`config.mk`:
```
export PLATFORM = sky130hd
export DESIGN_NAME = load_store_unit
export DESIGN_NICKNAME = d
export VERILOG_FILES = /design/src/rtl/load_store_unit.sv
export SDC_FILE = /design/constraint.sdc
export NUM_CORES = 1
export LEC_CHECK = 0
export CAP_MARGIN = 20
export CORE_UTILIZATION = 40
export DETAILED_ROUTE_END_ITERATION = 12
export GPL_TIMING_DRIVEN = 0
export PLACE_DENSITY = 0.78
export SYNTH_ARGS = -nofsm -noshare
export SYNTH_HDL_FRONTEND = slang
export SYNTH_SLANG_ARGS = --single-unit
```
`constraint.sdc`:
```
create_clock -name clk -period 1.9 [get_ports clk]
set_input_delay 0.38 -clock clk [delete_from_list [all_inputs] [get_ports clk]]
set_output_delay 0.38 -clock clk [all_outputs]
set_load 0.005 [all_outputs]
```
`src/rtl/load_store_unit.sv`:
```
// load_store_unit: RV32I load/store over a req/ack data bus with stall, fault detection and bus timeout.
// Bus fields are latched on leaving IDLE and held until the transfer ends.
module load_store_unit #(
    parameter int TIMEOUT = 16,
    parameter int CNT_W   = $clog2(TIMEOUT + 1)
) (
    input  logic        clk,
    input  logic        rst_n,
    input  logic [31:0] ALU_result,
    input  logic [31:0] rs2_data,
    input  logic [2:0]  funct3,
    input  logic        mem_read,
    input  logic        mem_write,
    output logic        stall,
    output logic [31:0] load_data,
    output logic        lsu_fault,
    output logic        bus_req,
    output logic        bus_we,
    output logic [31:0] bus_addr,
    output logic [3:0]  bus_be,
    output logic [31:0] bus_wdata,
    input  logic [31:0] bus_rdata,
    input  logic        bus_ack
);
    localparam int CW = (CNT_W < 1) ? 1 : CNT_W;
    typedef enum logic [1:0] {IDLE, REQ, DONE} state_t;
    state_t        state_q;
    logic [CW-1:0] cnt_q;
    logic [2:0]    f3_q;
    logic [1:0]    off_q;
    logic          to_q, we_q;
    logic [3:0]    be_q, be_d;
    logic [31:0]   ld_q, addr_q, wdata_q, wdata_d, ld_fmt;
    logic [15:0]   h16;
    logic [7:0]    b8;
    logic          access, fault, tmo;
    always_comb begin
        access  = mem_read | mem_write;
        fault   = (mem_read & mem_write) | (funct3[1:0] == 2'b11) | (funct3[2] & (funct3[1] | mem_write))
                | ((funct3[1:0] == 2'b01) & ALU_result[0]) | ((funct3[1:0] == 2'b10) & (|ALU_result[1:0]));
        be_d    = funct3[1] ? 4'b1111 : funct3[0] ? (ALU_result[1] ? 4'b1100 : 4'b0011) : 4'b0001 << ALU_result[1:0];
        wdata_d = funct3[1] ? rs2_data : funct3[0] ? {2{rs2_data[15:0]}} : {4{rs2_data[7:0]}};
        b8      = bus_rdata[{off_q, 3'b000} +: 8];
        h16     = off_q[1] ? bus_rdata[31:16] : bus_rdata[15:0];
        ld_fmt  = f3_q[1] ? bus_rdata : f3_q[0] ? {{16{~f3_q[2] & h16[15]}}, h16} : {{24{~f3_q[2] & b8[7]}}, b8};
        tmo     = (TIMEOUT != 0) && (cnt_q == CW'(TIMEOUT - 1));
    end
    // Gated by rst_n so a held mem_read cannot raise stall while the core is in reset.
    assign stall     = rst_n & (((state_q == IDLE) & access & ~fault) | (state_q == REQ));
    assign lsu_fault = rst_n & (((state_q == IDLE) & access & fault) | ((state_q == DONE) & to_q));
    assign bus_req   = state_q == REQ;
    assign bus_we    = we_q;
    assign bus_addr  = addr_q;
    assign bus_be    = be_q;
    assign bus_wdata = wdata_q;
    assign load_data = ld_q;
    always_ff @(posedge clk or negedge rst_n) begin
        if (!rst_n) begin
            state_q <= IDLE;
            cnt_q   <= '0;
            f3_q    <= '0;
            off_q   <= '0;
            to_q    <= 1'b0;
            we_q    <= 1'b0;
            be_q    <= '0;
            ld_q    <= '0;
            addr_q  <= '0;
            wdata_q <= '0;
        end else begin
            case (state_q)
                IDLE: if (access & ~fault) begin
                    state_q <= REQ;
                    addr_q  <= {ALU_result[31:2], 2'b00};
                    we_q    <= mem_write;
                    be_q    <= be_d;
                    wdata_q <= wdata_d;
                    f3_q    <= funct3;
                    off_q   <= ALU_result[1:0];
                end
                REQ: if (bus_ack | tmo) begin
                    state_q <= DONE;
                    cnt_q   <= '0;
                    ld_q    <= (bus_ack & ~we_q) ? ld_fmt : '0;
                    to_q    <= ~bus_ack;
                end else begin
                    cnt_q <= cnt_q + 1'b1;
                end
                DONE: begin
                    state_q <= IDLE;
                    to_q    <= 1'b0;
                end
                default: state_q <= IDLE;
            endcase
        end
    end
endmodule

```
==> impl_summary.md, run 1 <==
Logic synthesis
The count of synthesis-stage warnings from yosys is 0. Of the synthesized area, sequential elements account for 0.5333. Of all cell types, the one taking the most synthesized area is sky130_fd_sc_hd__dfrtp_1. The number of cells produced by synthesis is between 400 and 500. The number of flip-flops and latches in the synthesized netlist is 112. By count the netlist is led by sky130_fd_sc_hd__dfrtp_1 (112), sky130_fd_sc_hd__o21ai_0 (53), sky130_fd_sc_hd__nand2_1 (45), sky130_fd_sc_hd__mux2_4 (27), sky130_fd_sc_hd__mux2i_1 (24). The most used flip-flop cell after synthesis is sky130_fd_sc_hd__dfrtp_1. Yosys mapped a number of flops with a built-in enable equal to 0.

In the post-synthesis netlist, the biggest area contributors are sky130_fd_sc_hd__dfrtp_1 (53%), sky130_fd_sc_hd__mux2_4 (7.7%), sky130_fd_sc_hd__o21ai_0 (5.0%). The share of the synthesized area in the top cell type is 0.5333. Among all cell types in the netlist, the one instantiated most often is sky130_fd_sc_hd__dfrtp_1.

The average footprint of a synthesized cell is around 12 µm². The cell area that synthesis handed to floorplanning was 5255 µm². The synthesized netlist contains 50 unique library cells. The share of flip-flops with an asynchronous set or reset is 1.000.

Routing
After detailed routing, the number of remaining DRC violations is 0. The post-route antenna net violation count is 0. After detailed routing, the average wire length per cell comes to 18.88 µm. Detailed routing inserted a total of 4600 vias. Summed over all layers, the routed wires come to approximately 16000 µm. The detailed router's first-iteration violation count is approximately 290. The via count normalized by instance count is around 5.4.

For this run, the detailed router's first-pass iteration total came to 4.

Clock network
The CTS tree is yes. The total clock buffers created by CTS is 9. The clock tree root buffer cell is sky130_fd_sc_hd__clkbuf_16.

Clock latency on the worst-skew pair, taken at its later pin, is 0.36 ns. The clock transition at the registers of the reported paths is 0.07 ns. The depth of the CTS H-tree is 3. For this design, the sink count on the clock tree is 112. The maximum count of clock buffers along a single path is 2.

Worst hold path
The worst min-delay path class is in -> async.

Critical path
The data required time at the worst endpoint is 1.52 ns. The endpoint kind of the worst setup timing path is a primary output. The worst setup path is of the reg -> out kind.

The kind of start point of the critical path is a flip-flop. In this run the worst path has a maximum fanout of 3. The worst register-to-register path has a depth of 9. The data arrival time of the critical path is 1.50 ns.

Final layout
The share of cells above drive strength 1 is 0.2185. In the final design database the tool counted 787 nets. The number of antenna diodes in the final layout is 0. The area growth from synthesis to layout is 55.05%. The final cell count without fillers is 854.

Floorplanning
The floorplan die area is 13600 µm². The initial utilization of the core area, before any placement, comes to 0.4131. The placement row count is 41.

208 I/O pins were placed. The placeable core region is 12720 µm². The die height is 116.6 µm. From left edge to right edge, the die measures 116.6 µm.

STA
The total setup violations reported at the end of the flow is 0. The slew at the pin closest to its max-slew limit is around 0.63 ns. The worst hold slack is -0.1361 ns.

The worst-case headroom to the max-slew limit is 0.5785. Static timing analysis puts the maximum clock frequency at 0.5321 GHz. The minimum period implied by the final worst setup slack is 1.879 ns. The final setup TNS is 0 ns.

The final worst setup slack is 0.02064 ns. In the finished design, the share of the clock period the worst path needs comes to 0.9891. For the final database, setup skew stands at 0.009389 ns. The final-report hold violation count is 18. The number of max-slew violations in the final report is 0.

Setup repair after global routing could not meet its margin everywhere.

Power and ir drop
In this run the static leakage power is 3.596 nW. In this run the power spent charging and discharging nets is 3.558 mW. The switching fraction of total power is 0.3096. The maximum vdd ir drop is ~850 µV. The total power per unit cell area is ~1400 nW/µm².

The combinational power share is 0.463. The final total power is 11.49 mW. The internal power of the cells totals just under 8 mW.

Of the total power, registers draw 0.373. The clock network fraction of total power is 0.163.

Outcome
The final reports fail on hold timing. The flow ran to the end, but the final reports show violations.

Placed design
The placed wire-length estimate after detailed placement is approximately 12000 µm. The number of buffers added on ports is 203. The final weighted congestion in routability-driven placement is 0.8927. Counting tap cells, the placed design contains a total of slightly above 800 instances. Timing analysis after detailed placement gives a worst setup slack of -1.218 ns.

GRT
For this run, the total global-route usage over all layers was measured as 0.2414. The first global-routing pass estimated 24730 µm of wire. The number of global-route vias before repair is 4799. Entering global routing, the biggest net connects 50 pins.

The number of antenna violations at the first check in global routing is 0. The total overflow left after global routing is 0.

Job
The count of maximum capacitance violations is 0.
==> sequential cells by signal, summed over array words and instances (netlist names) <==
signal,flops
cnt_q,5
bus_be,4
bus_addr,30
f3_q,3
off_q,2
to_q,1
state_q,2
bus_wdata,32
load_data,32
bus_we,1
==> per-stage QoR <==
| stage | instance area [µm²] | util |
|---|---|---|
| after floorplan | 5259 | - |
| after global placement | 7506 | 0.5900 |
| after detailed placement | 7535 | 0.5923 |
| after global routing | 8148 | 0.6404 |
| after CTS | 8066 | 0.6340 |
| final | 8148 | 0.6404 |
==> worst max-delay path: stages, from the launching register on <==
cell and delay [ns]:
sky130_fd_sc_hd__dfrtp_1 0.41, sky130_fd_sc_hd__inv_2 0.12, sky130_fd_sc_hd__ha_4 0.17, sky130_fd_sc_hd__buf_6 0.11, sky130_fd_sc_hd__o311ai_4 0.07, sky130_fd_sc_hd__o21ai_1 0.14, sky130_fd_sc_hd__buf_2 0.13
==> power groups by stage <==
stage / registers, mW / logic, mW / clock network [mW]
after detailed placement: 4.28 / 4.99 / 0
after floorplan: 4.25 / 2.00 / 0
after global routing: 4.41 / 5.77 / 2.02
after CTS: 4.27 / 5.22 / 1.92
after global placement: 4.23 / 4.84 / 0
final: 4.29 / 5.32 / 1.88
==> repair_timing <==
action | in CTS | in global routing
gates resized for setup | 64 | 21
setup buffers | 15 | 4
cloned | 1 | 0
endpoints found under the hold margin | 18 | 18
endpoints found under the setup margin | 107 | 45
pin swaps | 10 | 5
==> worst paths after layout <==
path,from,end,slack [ns]
min reg2reg,bus_wdata[24],bus_wdata[24],0.48
min in group clk,bus_ack,to_q,0.25
max,state_q[1],lsu_fault,0.02
max in group asynchronous,rst_n,bus_addr[15],1.37
max reg2reg,state_q[0],load_data[18],0.06
min,rst_n,bus_addr[11],-0.14
==> routing by layer <==
metal,GRT usage,vias up,wire length (µm),share of wire
met5,0,-,0,0
met4,0.1038,0,503,0.031
met2,0.4138,231,7786,0.48
met3,0.08147,32,1603,0.099
li1,-,2096,-,-
met1,0.2747,2241,6231,0.39
==> placed cells by master, fill, tap and decap left out, types with 8 or more instances in the layout <==
cell type and instances:
sky130_fd_sc_hd__clkdlybuf4s50_1 193, sky130_fd_sc_hd__dfrtp_1 112, sky130_fd_sc_hd__o21ai_0 52, sky130_fd_sc_hd__nand2_1 45, sky130_fd_sc_hd__mux2_4 27, sky130_fd_sc_hd__mux2i_1 24
sky130_fd_sc_hd__buf_4 20, sky130_fd_sc_hd__nor2_1 16, sky130_fd_sc_hd__a221o_2 16, sky130_fd_sc_hd__mux2_2 15, sky130_fd_sc_hd__buf_6 13, sky130_fd_sc_hd__buf_2 12
sky130_fd_sc_hd__a22oi_1 11, sky130_fd_sc_hd__a21oi_1 11, sky130_fd_sc_hd__clkbuf_16 9, sky130_fd_sc_hd__inv_1 8
==> logic make-up after synthesis <==
group                      share of synthesized area
other                                      0.0007136
muxes                                         0.1550
AOI/OAI and AO/OA                             0.1760
DFF                                           0.5333
and+or+nand+nor                              0.07810
buffers and inverters                        0.04500
adders and majority gates                    0.01190
==> layout make-up <==
type / count / area, µm²
buffer: 29 / 202.7
tap: 172 / 215.2
fill: 1043 / 4574
sequential: 112 / 2803
clock inverter: 5 / 57.56
clock buffer: 10 / 229.0
multi-input combinational: 291 / 2372
timing repair buffer: 224 / 2225
inverter: 11 / 43.79
Power figures use the tool's default switching activity.
==> run 2: changes to the inputs <==
- CELL_PAD_IN_SITES_DETAIL_PLACEMENT: not set -> 1
- CELL_PAD_IN_SITES_GLOBAL_PLACEMENT: not set -> 1
- CORE_UTILIZATION: 40 -> 30
- PLACE_DENSITY: 0.78 -> not set
- PLACE_DENSITY_LB_ADDON: not set -> 0.1
==> impl_summary.md, run 2 (synthesis gave the netlist of run 1 again) <==
Outcome
Outcome: finished, violations left (unchanged). Violations in the final reports: setup timing (was hold timing).

Power and ir drop
The internal power came to 8.050 mW (was 7.935 mW). The clock network fraction of total power was 0.174 (was 0.163). The portion of total power attributed to sequential cells is 0.363 (was 0.373). The switching power came to 3.656 mW (was 3.558 mW).

The total power per unit cell area was 1412 nW/µm² (was 1411 nW/µm²). The maximum vdd ir drop is 539.7 µV (was 853.8 µV). The standby leakage power is 3.621 nW (was 3.596 nW). The combinational power share came to 0.463 (about the same). The final total power is 11.71 mW (was 11.49 mW). The switching fraction of total power was 0.3123 (was 0.3096).

Clock network
The clock latency of the later-clocked register in the worst-skew pair is 0.36 ns (about the same). The total clock buffers created by CTS is 9 (unchanged). The maximum count of clock buffers along a single path is 2 (unchanged). The depth of the CTS H-tree is 3 (unchanged). The clock transition at the registers of the reported paths is 0.07 ns (about the same). The clock sink count was 112 (unchanged). The clock tree root buffer cell is sky130_fd_sc_hd__clkbuf_16 (unchanged). The CTS tree is yes (unchanged).

Floorplanning
The effective utilization at floorplan is 0.3059 (was 0.4131). The die height is 134.4 µm (was 116.6 µm). The floorplan die area is 18050 µm² (was 13600 µm²).

The width of the chip was 134.4 µm (was 116.6 µm). The I/O pin count was 208 (unchanged). The placement row count is 48 (was 41).

The placeable core region is 17180 µm² (was 12720 µm²).

STA
The worst-case headroom to the max-slew limit is 0.5505 (was 0.5785). The slew at the pin closest to its max-slew limit is 0.6742 ns (was 0.6323 ns). The post-route fraction of the period consumed by the critical path is 1.002 (was 0.9891). The final setup TNS is -0.003435 ns (was 0 ns). The worst hold slack is 0.01045 ns (was -0.1361 ns). The maximum clock skew at final layout is 0.005434 ns (was 0.009389 ns). RSZ-0062 raised after global routing: yes (unchanged). The final worst setup slack was -0.003435 ns (was 0.02064 ns).

The minimum period implied by the final worst setup slack was 1.903 ns (was 1.879 ns). The achievable clock frequency came to 0.5254 GHz (was 0.5321 GHz). The total setup violations reported at the end of the flow was 1 (was 0). The final-report hold violation count is 0 (was 18). The number of max-slew violations in the final report came to 0 (unchanged).

Final layout
The most common library cell in the layout ignoring fill and taps is sky130_fd_sc_hd__clkdlybuf4s50_1 (unchanged). The final cell utilization of the core was 0.4827 (was 0.6404). The count of fill cells added during filler insertion is 1814 (was 1043). The area growth from synthesis to layout is 57.76% (was 55.05%). The share of cells above drive strength 1 came to 0.2154 (was 0.2185). The final design instance area without fill is 8290 µm² (was 8148 µm²). Top library cells by usage in the layout, fill and taps aside: sky130_fd_sc_hd__clkdlybuf4s50_1 (193), sky130_fd_sc_hd__dfrtp_1 (112), sky130_fd_sc_hd__o21ai_0 (52) (unchanged).

The final cell count without fillers was 913 (was 854). The net count of the finished layout is 791 (was 787).

Placed design
The placed wire-length estimate after detailed placement came to 12980 µm (was 11810 µm). The minimum setup slack after placement came to -1.158 ns (was -1.218 ns). The number of buffers added on ports is 203 (unchanged). The instance area at placement came to 7601 µm² (was 7535 µm²). The total instance count after detailed placement came to 874 (was 821).

The final weighted congestion in routability-driven placement is 0.7600 (was 0.8927).

Routing
The number of vias after detailed routing was 4553 (was 4600). The post-route antenna net violation count came to 0 (unchanged). The total detailed-routing wirelength is 17880 µm (was 16130 µm). The number of design rule violations left after detail routing is 0 (unchanged). The routed wire length per instance is 19.59 µm (was 18.88 µm). The detailed router's first-iteration violation count is 136 (was 287). The via count normalized by instance count is 4.987 (was 5.386). The number of detailed-route iterations in the first pass is 4 (unchanged).

Critical path
The data arrival time of the critical path was 1.52 ns (was 1.50 ns). The kind of start point of the critical path was a flip-flop (unchanged). The path depth of the worst reg2reg path came to 9 (unchanged). The data required time at the worst endpoint is 1.52 ns (about the same).

The maximum cell stage delay along the critical path is 0.40 ns (was 0.41 ns). The destination of the worst register-to-register timing path is load_data[22] (was load_data[18]). The startpoint of the lowest-slack register-to-register path is state_q[0] (unchanged).

The worst reg-to-reg setup slack is 0.04 ns (was 0.06 ns). The kind of critical path was reg -> out (unchanged). Worst path cell trace: inv_2 -> ha_4 -> buf_6 -> o311ai_2 -> o21ai_1 -> buf_2 (was inv_2 -> ha_4 -> buf_6 -> o311ai_4 -> o21ai_1 -> buf_2).

The cell at the slowest stage of the critical path is sky130_fd_sc_hd__dfrtp_1 (unchanged). The largest fanout on the critical path is 3 (unchanged). The endpoint kind of the worst setup timing path is a primary output (unchanged).

Job
The count of maximum capacitance violations is 0 (unchanged).

GRT
The number of global-route vias before repair is 4931 (was 4799). The global-route usage over all layers came to 0.2026 (was 0.2414). The pin count of the biggest net entering global routing was 42 (was 50). The number of antenna violations at the first check in global routing is 1 (was 0). The first-pass GRT wire length is 27970 µm (was 24730 µm). The sum of overflow across all layers after global routing is 0 (unchanged).

Worst hold path
The worst min-delay path class is in -> async (unchanged).
## run 2: cell count changes in the layout (fill, tap and decap cells not counted), moves of 2 or more
cell,before,now
sky130_fd_sc_hd__buf_12,0,2
sky130_fd_sc_hd__buf_6,13,8
sky130_fd_sc_hd__buf_8,0,3
sky130_fd_sc_hd__clkbuf_2,3,1
sky130_fd_sc_hd__clkbuf_4,0,2
sky130_fd_sc_hd__clkinv_2,2,0
sky130_fd_sc_hd__clkinvlp_4,0,2
sky130_fd_sc_hd__dlygate4sd2_1,0,3
## run 2: repair_timing
action | in CTS | in global routing
setup buffers | 12 | 9
hold buffers | 3 | 0
pin swaps | 9 | 7
endpoints found under the setup margin | 109 | 35
gates cloned | 1 | 0
endpoints found under the hold margin | 34 | 0
resized for setup | 62 | 10
## run 2: cell type report
type | instances | area [µm²] | area share
clock inverters | 5 | 63.81 | 0.007697
well taps | 225 | 281.5 | 0.03396
flip-flops and latches | 112 | 2803 | 0.3381
multi-input cells | 291 | 2354 | 0.2839
inverters | 11 | 45.04 | 0.005433
diodes | 1 | 2.502 | 0.0003018
repair buffers | 228 | 2275 | 0.2744
plain buffers | 29 | 214.0 | 0.02581
clock buffers | 11 | 252.7 | 0.03049
## run 2: layer usage
metal	global-route usage	vias to the layer above	share of wire	wire length, µm
met5	0	-	0	0
met4	0.05930	0	0.0096	172
met3	0.05367	11	0.065	1162
met2	0.3523	140	0.50	8973
met1	0.2448	2290	0.42	7573
li1	-	2112	-	-
## run 2: worst max-delay path by stage
stage | start | end | depth (start not counted)
detailed placement | funct3[0] | stall | 8
global route | state_q[1] | stall | 6
finish | state_q[1] | lsu_fault | 6
floorplan | state_q[1] | load_data[26] | 9
global placement | rst_n | lsu_fault | 4
CTS | state_q[1] | lsu_fault | 6
## run 2: power by group through the flow
stage | Clock, mW | Combinational, mW | Sequential [mW]
after floorplan | 0 | 2.00 | 4.25
after global placement | 0 | 4.96 | 4.22
after detailed placement | 0 | 5.09 | 4.27
after CTS | 2.11 | 5.35 | 4.26
after global routing | 2.17 | 5.88 | 4.41
final | 2.03 | 5.42 | 4.25
## run 2: critical path: cells and delay by family, from the launching register on
family	cells	cell delay [ns]
adder cells (fa/ha/maj)	1	0.18
flip-flops	1	0.40
buffers and inverters	3	0.36
AO/OA/AOI/OAI	2	0.24
